## src/rtl/adder_pkg.sv

```systemverilog
// ---------------------------------------------------------------------------
// adder_pkg
// Shared constants for the nibble-serial adder controller:
//   SLICE_W            width of one adder slice (bits)
//   ST_IDLE/RUN/DONE   FSM state encoding used by serial_add_ctrl
//   idx_width()        width of the slice index counter for a given slice count
// ---------------------------------------------------------------------------
package adder_pkg;

    localparam int SLICE_W = 4;

    localparam logic [1:0] ST_IDLE = 2'd0;
    localparam logic [1:0] ST_RUN  = 2'd1;
    localparam logic [1:0] ST_DONE = 2'd2;

    // ceil(log2(n)) with a floor of one bit, so a single-slice build still
    // has a legal counter.
    function automatic int idx_width(input int nibbles);
        return (nibbles > 1) ? $clog2(nibbles) : 1;
    endfunction

endpackage

```

## src/rtl/ripplecarryadd.sv

```systemverilog
// ---------------------------------------------------------------------------
// ripplecarryadd
// Purely combinational 4-bit ripple-carry adder.
// Ports:
//   A, B  in   4-bit addends
//   C     in   carry-in
//   S     out  4-bit sum
//   D     out  carry-out
// ---------------------------------------------------------------------------
module ripplecarryadd (
    input  logic [3:0] A,
    input  logic [3:0] B,
    input  logic       C,
    output logic [3:0] S,
    output logic       D
);

    always_comb begin : ripple
        logic carry;
        S     = '0;
        carry = C;
        for (int i = 0; i < 4; i++) begin
            S[i]  = A[i] ^ B[i] ^ carry;
            carry = (A[i] & B[i]) | (carry & (A[i] ^ B[i]));
        end
        D = carry;
    end

endmodule

```

## src/rtl/serial_add_ctrl.sv

```systemverilog
// ---------------------------------------------------------------------------
// serial_add_ctrl
// Adds two W-bit operands (W = 4*NIBBLES) one nibble per clock through a
// single 4-bit ripple-carry slice, least-significant nibble first.
//
// Handshake: start is sampled only while ready (state IDLE or DONE); the
// accepting edge captures a/b/cin. busy is high for exactly NIBBLES cycles,
// then done pulses for one cycle with sum/cout final. A start seen during the
// DONE cycle begins the next addition immediately (back-to-back). start
// during RUN is ignored.
//
// Ports:
//   clk        in   clock, rising edge
//   rst_n      in   synchronous active-low reset
//   start      in   begin an addition (when ready)
//   a, b       in   W-bit operands
//   cin        in   carry-in
//   busy       out  high while slices are being processed (state RUN)
//   done       out  one-cycle pulse when sum/cout are final (state DONE)
//   sum        out  W-bit result register
//   cout       out  final carry-out
//   dbg_state  out  registered FSM state (adder_pkg encoding)
// ---------------------------------------------------------------------------
module serial_add_ctrl
    import adder_pkg::*;
#(
    parameter int NIBBLES = 4
) (
    input  logic                         clk,
    input  logic                         rst_n,
    input  logic                         start,
    input  logic [SLICE_W*NIBBLES-1:0]   a,
    input  logic [SLICE_W*NIBBLES-1:0]   b,
    input  logic                         cin,
    output logic                         busy,
    output logic                         done,
    output logic [SLICE_W*NIBBLES-1:0]   sum,
    output logic                         cout,
    output logic [1:0]                   dbg_state
);

    localparam int W     = SLICE_W * NIBBLES;
    localparam int IDX_W = idx_width(NIBBLES);
    localparam logic [IDX_W-1:0] LAST_IDX = IDX_W'(NIBBLES - 1);

    logic [1:0]       state_q, state_d;
    logic [IDX_W-1:0] idx_q,   idx_d;
    logic             carry_q, carry_d;
    logic [W-1:0]     a_q,     a_d;
    logic [W-1:0]     b_q,     b_d;
    logic [W-1:0]     sum_q,   sum_d;
    logic             cout_q,  cout_d;

    logic [SLICE_W-1:0] slice_a;
    logic [SLICE_W-1:0] slice_b;
    logic [SLICE_W-1:0] slice_s;
    logic               slice_c;
    logic               ready;

    assign slice_a = a_q[idx_q*SLICE_W +: SLICE_W];
    assign slice_b = b_q[idx_q*SLICE_W +: SLICE_W];

    ripplecarryadd u_slice (
        .A (slice_a),
        .B (slice_b),
        .C (carry_q),
        .S (slice_s),
        .D (slice_c)
    );

    assign ready = (state_q == ST_IDLE) || (state_q == ST_DONE);

    always_comb begin
        state_d = state_q;
        idx_d   = idx_q;
        carry_d = carry_q;
        a_d     = a_q;
        b_d     = b_q;
        sum_d   = sum_q;
        cout_d  = cout_q;

        case (state_q)
            ST_RUN: begin
                sum_d[idx_q*SLICE_W +: SLICE_W] = slice_s;
                carry_d = slice_c;
                if (idx_q == LAST_IDX) begin
                    // Final slice: publish the carry and park the index at 0
                    // so it never leaves the 0..NIBBLES-1 range.
                    state_d = ST_DONE;
                    cout_d  = slice_c;
                    idx_d   = '0;
                end else begin
                    idx_d = idx_q + 1'b1;
                end
            end
            ST_DONE: state_d = ST_IDLE;
            default: state_d = ST_IDLE;   // IDLE, and recovery from code 3
        endcase

        // Accepting start overrides the DONE->IDLE step, giving back-to-back
        // operation. cout keeps the previous result until the new one lands.
        if (start && ready) begin
            a_d     = a;
            b_d     = b;
            carry_d = cin;
            sum_d   = '0;
            idx_d   = '0;
            state_d = ST_RUN;
        end
    end

    always_ff @(posedge clk) begin
        if (!rst_n) begin
            state_q <= ST_IDLE;
            idx_q   <= '0;
            carry_q <= 1'b0;
            a_q     <= '0;
            b_q     <= '0;
            sum_q   <= '0;
            cout_q  <= 1'b0;
        end else begin
            state_q <= state_d;
            idx_q   <= idx_d;
            carry_q <= carry_d;
            a_q     <= a_d;
            b_q     <= b_d;
            sum_q   <= sum_d;
            cout_q  <= cout_d;
        end
    end

    assign busy      = (state_q == ST_RUN);
    assign done      = (state_q == ST_DONE);
    assign sum       = sum_q;
    assign cout      = cout_q;
    assign dbg_state = state_q;

endmodule
```

## config.mk

```make
export PLATFORM = sky130hd
export DESIGN_NAME = serial_add_ctrl
export DESIGN_NICKNAME = d
export VERILOG_FILES = /design/src/rtl/adder_pkg.sv /design/src/rtl/ripplecarryadd.sv /design/src/rtl/serial_add_ctrl.sv
export SDC_FILE = /design/constraint.sdc
export NUM_CORES = 1
export LEC_CHECK = 0
export BUFFER_PORTS_ARGS = -buffer_cell sky130_fd_sc_hd__buf_2
export CAP_MARGIN = 30
export CORE_ASPECT_RATIO = 1.4
export CORE_MARGIN = 2
export CORE_UTILIZATION = 52
export CTS_CLUSTER_SIZE = 14
export DETAILED_ROUTE_END_ITERATION = 16
export PLACE_DENSITY_LB_ADDON = 0.2
export SLEW_MARGIN = 40
export SYNTH_ARGS = -nofsm -noshare
export SYNTH_HDL_FRONTEND = slang
export SYNTH_HIERARCHICAL = 1
export SYNTH_SLANG_ARGS = --single-unit
```

## constraint.sdc

```tcl
create_clock -name clk -period 4.08 [get_ports clk]
set_input_delay 0.816 -clock clk [delete_from_list [all_inputs] [get_ports clk]]
set_output_delay 0.816 -clock clk [all_outputs]
set_load 0.005 [all_outputs]
```

# After elaboration in Yosys (flattened, before gate mapping)
# Index checks and enable logic that the tools add are counted.
# W data, S select, Z words.
[word_totals] ff_bits=54 in_bits=36 out_inout_bits=21 wordCells=54
[classes] addsub=2 n_eq_ne=4 n_shift=4 n_mux=7 n_bitwise=22 reduce_logical=7
[op_table] operator="$neg A4 Y34" n=1
[op_table] operator="$shift A4 B34 Y16 const A" n=1
[op_table] operator="$shiftx A4 B34 Y16" n=1
[op_table] operator="$shiftx A16 B5 Y4" n=2
[op_table] operator="$bwmux W16" n=1
[op_table] operator="$and A1 B1 Y1" n=8
[op_table] operator="$xor A1 B1 Y1" n=8
[op_table] operator="$mux W1" n=5
[op_table] operator="$eq A2 B2 Y1 const B" n=2
[op_table] operator="$or A1 B1 Y1" n=4
[op_table] operator="$ne A3 B1 Y1 const B" n=1
[op_table] operator="$reduce_or A3 Y1" n=1
[op_table] operator="$add A2 B1 Y2 const B" n=1
[op_table] operator="$eq A2 B1 Y1 const B" n=1
[op_table] operator="$logic_not A2 Y1" n=1
[op_table] operator="$mux W2" n=1
[op_table] operator="$not A1 Y1" n=2
[op_table] operator="$reduce_and A2 Y1" n=1
[op_table] operator="$reduce_bool A2 Y1" n=1
[op_table] operator="$reduce_or A2 Y1" n=1
[op_table] operator="$logic_and A1 B1 Y1" n=1
[op_table] operator="$logic_or A1 B1 Y1" n=1

# Depth between registers and ports, before layout
[logic_depth] depth_word=12 ltp_mapped=12 ltp_nobuf=11

# Modules after synthesis
# The synthesis kept the hierarchy.
[modules_own_cells] mod="serial_add_ctrl" instances=1 cells_each=235 area_per_inst_um2=2260.9 seq_area_each_um2=1081.0
[modules_own_cells] mod="ripplecarryadd" instances=1 cells_each=14 area_per_inst_um2=117.6 seq_area_each_um2=0.0

# Least setup slack after synthesis
# No wires, ideal clock.
[synth_timing] path_type="reg-to-reg" from="register idx_q[0]" to="register sum_q[11] (netlist: sum[11])" setup_time_ns=0.060 t_arrival_ns=2.912 required_ns=4.020 path_slack_ns=1.108 stages_incl_launch_ff=12 path_buffers=1 period_less_slack_ns=2.972 cell_sequence="dfxtp_1 > buf_4 > mux4_2 > fa_1 > inv_1 > fa_1 > inv_1 > fa_1 > inv_1 > fa_1 > inv_1 > a32o_1"
[synth_via] elab_chain_len=11 word_cells_on_any_way=23 classes_between="add/sub (1); shift (4); mux (1); bitwise (17)"
[synth_rtl] element="start: declaration" line="serial_add_ctrl.sv:47" source="logic [IDX_W-1:0] idx_q, idx_d;"
[synth_rtl] element="start signal: assignment" line="serial_add_ctrl.sv:123" source="idx_q <= idx_d;"
[synth_rtl] element="$shiftx A16 B5 Y4 *" line="serial_add_ctrl.sv:60" source="assign slice_a = a_q[idx_q*SLICE_W +: SLICE_W];"
[synth_rtl] element="via slice_a[0]" line="serial_add_ctrl.sv:54" source="logic [SLICE_W-1:0] slice_a;"
[synth_rtl] element="$xor A1 B1 Y1" line="ripplecarryadd.sv:24" source="carry = (A[i] & B[i]) | (carry & (A[i] ^ B[i]));"
[synth_rtl] element="$and A1 B1 Y1" line="ripplecarryadd.sv:24"
[synth_rtl] element="$or A1 B1 Y1 *" line="ripplecarryadd.sv:24"
[synth_rtl] element="$and A1 B1 Y1 *" line="ripplecarryadd.sv:24"
[synth_rtl] element="$or A1 B1 Y1 *" line="ripplecarryadd.sv:24"
[synth_rtl] element="$and A1 B1 Y1 *" line="ripplecarryadd.sv:24"
[synth_rtl] element="$or A1 B1 Y1 *" line="ripplecarryadd.sv:24"
[synth_rtl] element="$xor A1 B1 Y1 *" line="ripplecarryadd.sv:23" source="S[i] = A[i] ^ B[i] ^ carry;"
[synth_rtl] element="via slice_s[3]" line="serial_add_ctrl.sv:56" source="logic [SLICE_W-1:0] slice_s;"
[synth_rtl] element="$shiftx A4 B34 Y16 *" line="serial_add_ctrl.sv:84" source="sum_d[idx_q*SLICE_W +: SLICE_W] = slice_s;"
[synth_rtl] element="$bwmux W16 *" line="serial_add_ctrl.sv:84"
[synth_rtl] element="end signal: assignment" line="serial_add_ctrl.sv:127" source="sum_q <= sum_d;"
[synth_rtl] element="end: declaration" line="serial_add_ctrl.sv:51" source="logic [W-1:0] sum_q, sum_d;"
# The timed path passes the listed nets; every way through them passes the cells marked *.
# A chain may end at the register's enable or synchronous reset.

# Worst setup path after layout
# Ends and elaborated chain as after synthesis.

==> impl_metrics.toml <==
[placement]
dp_cells = 355
numPortBuffers = 56
dp_hpwl_um = 3537
place_congestion = 0.8245

[global_routing]
first_global_vias = 1766
overflow = 0
grt_pass1_wl_um = 8045
grt_max_degree = 41
grt_usage_pct = 21.03
antenna_found_initial = 0

[logic_synthesis]
synth.most_common_cell = "nand2_1"
yosys-top-cells-count = "70 x nand2_1, 54 x dfxtp_1, 35 x a21oi_1"
ys_top_cells_by_area = "dfxtp_1 45%, nand2_1 11%, mux4_2 7.6%, a21oi_1 7.4%, a32o_1 5.0%"
synthCells = 249
syn_nets = 295
synth.avg_cell_area_um2 = 9.552
synthArstFlopShare_pct = 0
ys_warn_count = 6
ys_ff_latch = 54
yosysTopAreaCellShare_pct = 45.45
synth-main-ff-cell = "dfxtp_1"
synth_seq_area_share_pct = 45.45
netlist_area_mm2 = 0.002379
synth_edf_count = 0
ys_types = 30
synth_top_cell_by_area = "dfxtp_1"

[critical_path]
required_ns = 4.33
path_cells = "mux4_2 -> fa_1 -> inv_1 -> fa_1 -> inv_1 -> fa_1 -> inv_1 -> fa_1 -> inv_1 -> a32o_1"
cp_top_family = "adder cells"
critPathMaxFanout = 7
path_buf_inv = 4
worstSetupEndpointType = "flip-flop"
slowest_stage = "dfxtp_1"
worstPathArrival_ns = 3.29
slowest_delay_ns = 0.58
crit_type = "flip-flop to flip-flop"
cp-start-kind = "flip-flop"

[timing]
skew_ns = 0.002407
setup-tns-final_ns = 0
fmax_ghz = 0.3294
fin_crit_ns = 3.036
finalMaxSlewViolations = 0
rsz0062_at_grt = "no"
relSlewSlack_pct = 50.18
tightest_slew_ns = 0.7462
hold_viol = 0
period_share_pct = 74.41
setup-violations-final = 0

[clock_tree]
clock_path_buffers = 2
cts_setup_buffers = 0
ctsHoldBuffers = 0
cts_buffers = 5
post_cts_resize_count = 0
clk_pin_slew_ns = 0.09
cts_root_buf = "clkbuf_8"
cts_sinks = 54
insertion_delay_ns = 0.30
cts_tree = "yes"
htreeDepth = 2

[route]
vias = 1885
drc = 0
viasPerCell = 5.207
ant_nets = 0
wl_per_cell_um = 13.04
firstDrtPassIters = 4
drt_first_iter_violations = 68
routed_wl_um = 4721

[finish]
final_nets = 346
drive_above_1_share_pct = 28.33
fill_cells = 419
area_delta_synth_final_pct = 16.31
instances_no_fill = 362
antennaDiodeCount = 0
multiInputGateArea_mm2 = 0.001169
register_area_mm2 = 0.001081

[pwr]
p_leak_nw = 1.166
peakVddDrop_mv = 0.3296
powerDensity_mw_per_mm2 = 353.5
total_power_uw = 977.9

[die]
start_util_pct = 53.29
fp.dieArea_mm2 = 0.005139
fp.coreArea_mm2 = 0.004463
fp.dieH_um = 84.03
die_w_um = 61.16
ios = 57
std_cell_rows = 29

[run]
maxCapViolCount = 0

[status]
outcome = "completed"

[min_path]
hold_class = "flip-flop to flip-flop"
[flip-flops by register name, summed over array words and instances (netlist names)]
signal     cells
dbg_state      2
carry_q        1
sum           16
b_q           16
idx_q          2
a_q           16
cout           1
[cells in the final DEF, fill, tap and decap left out, types with 2 or more instances in the layout]
cell type,count
a32o_1,12
nand2_1,70
inv_2,3
nand3_1,2
inv_1,12
nor4_4,3
and3b_1,3
o21ai_1,3
buf_2,56
mux4_2,8
buf_4,3
nand2b_1,2
clkbuf_8,5
dfxtp_1,54
nor3_2,3
a22o_1,4
fa_1,4
ha_1,6
a21oi_1,35
[per-stage QoR]
stage          area (um2)  worst slack, ns  hold slack [ns]  utilization (%)
2_1_floorplan        2379            1.108           0.4331                -
3_3_place_gp         2681            1.119           0.4440            60.08
3_5_place_dp         2686            1.031           0.4469            60.19
4_1_cts              2766            1.012           0.4595            61.98
5_1_grt              2766           0.8331           0.4815            61.98
6_report             2766            1.044           0.4564            61.98
[final cells by class]
| class | count | share of cell area (%) |
|---|---|---|
| well taps | 62 | 2.804 |
| repair buffers | 59 | 10.95 |
| inverters | 15 | 2.035 |
| flip-flops and latches | 54 | 39.08 |
| multi-input cells | 165 | 42.24 |
| clock buffers | 6 | 2.623 |
| clock inverters | 1 | 0.2714 |
[power by group]
| group | leakage, nW | internal (mW) | switching (mW) |
|---|---|---|---|
| clock network | 0.0373 | 0.118 | 0.159 |
| registers | 0.441 | 0.550 | 0.0154 |
| logic | 0.688 | 0.0560 | 0.0804 |
[routing by layer]
metal,share of wire (%),vias up,track usage (%),wire length (um)
li1,-,956,-,-
met4,1.7,0,7.708,80
met2,52,49,34.43,2444
met1,42,875,25.65,1990
met5,0,-,0,0
met3,4.4,5,5.581,207
[worst min-delay path, stage by stage (launching register included)]
cell     delay [ns]
dfxtp_1        0.31
nand2_1        0.05
a21oi_1        0.05
[cells by family after synthesis]
| group | after synthesis | share of synthesized area, % |
|---|---|---|
| and+or+nand+nor | 91 | 19.52 |
| AOI/OAI and AO/OA | 56 | 15.31 |
| DFF | 54 | 45.45 |
| buffers and inverters | 30 | 5.628 |
| adders and majority gates | 10 | 6.523 |
| muxes | 8 | 7.575 |
[path summary, 6_finish.rpt]
kind                            startpoint       to  slack (ns)  cells past startpoint
worst max-delay path              idx_q[0]  sum[11]        1.04                     10
worst min-delay path                a_q[9]   a_q[9]        0.46                      2
worst max register to register    idx_q[0]  sum[11]        1.04                     10
worst min register to register      a_q[9]   a_q[9]        0.46                      2
Note: power is estimated with default switching activity, not from simulation.
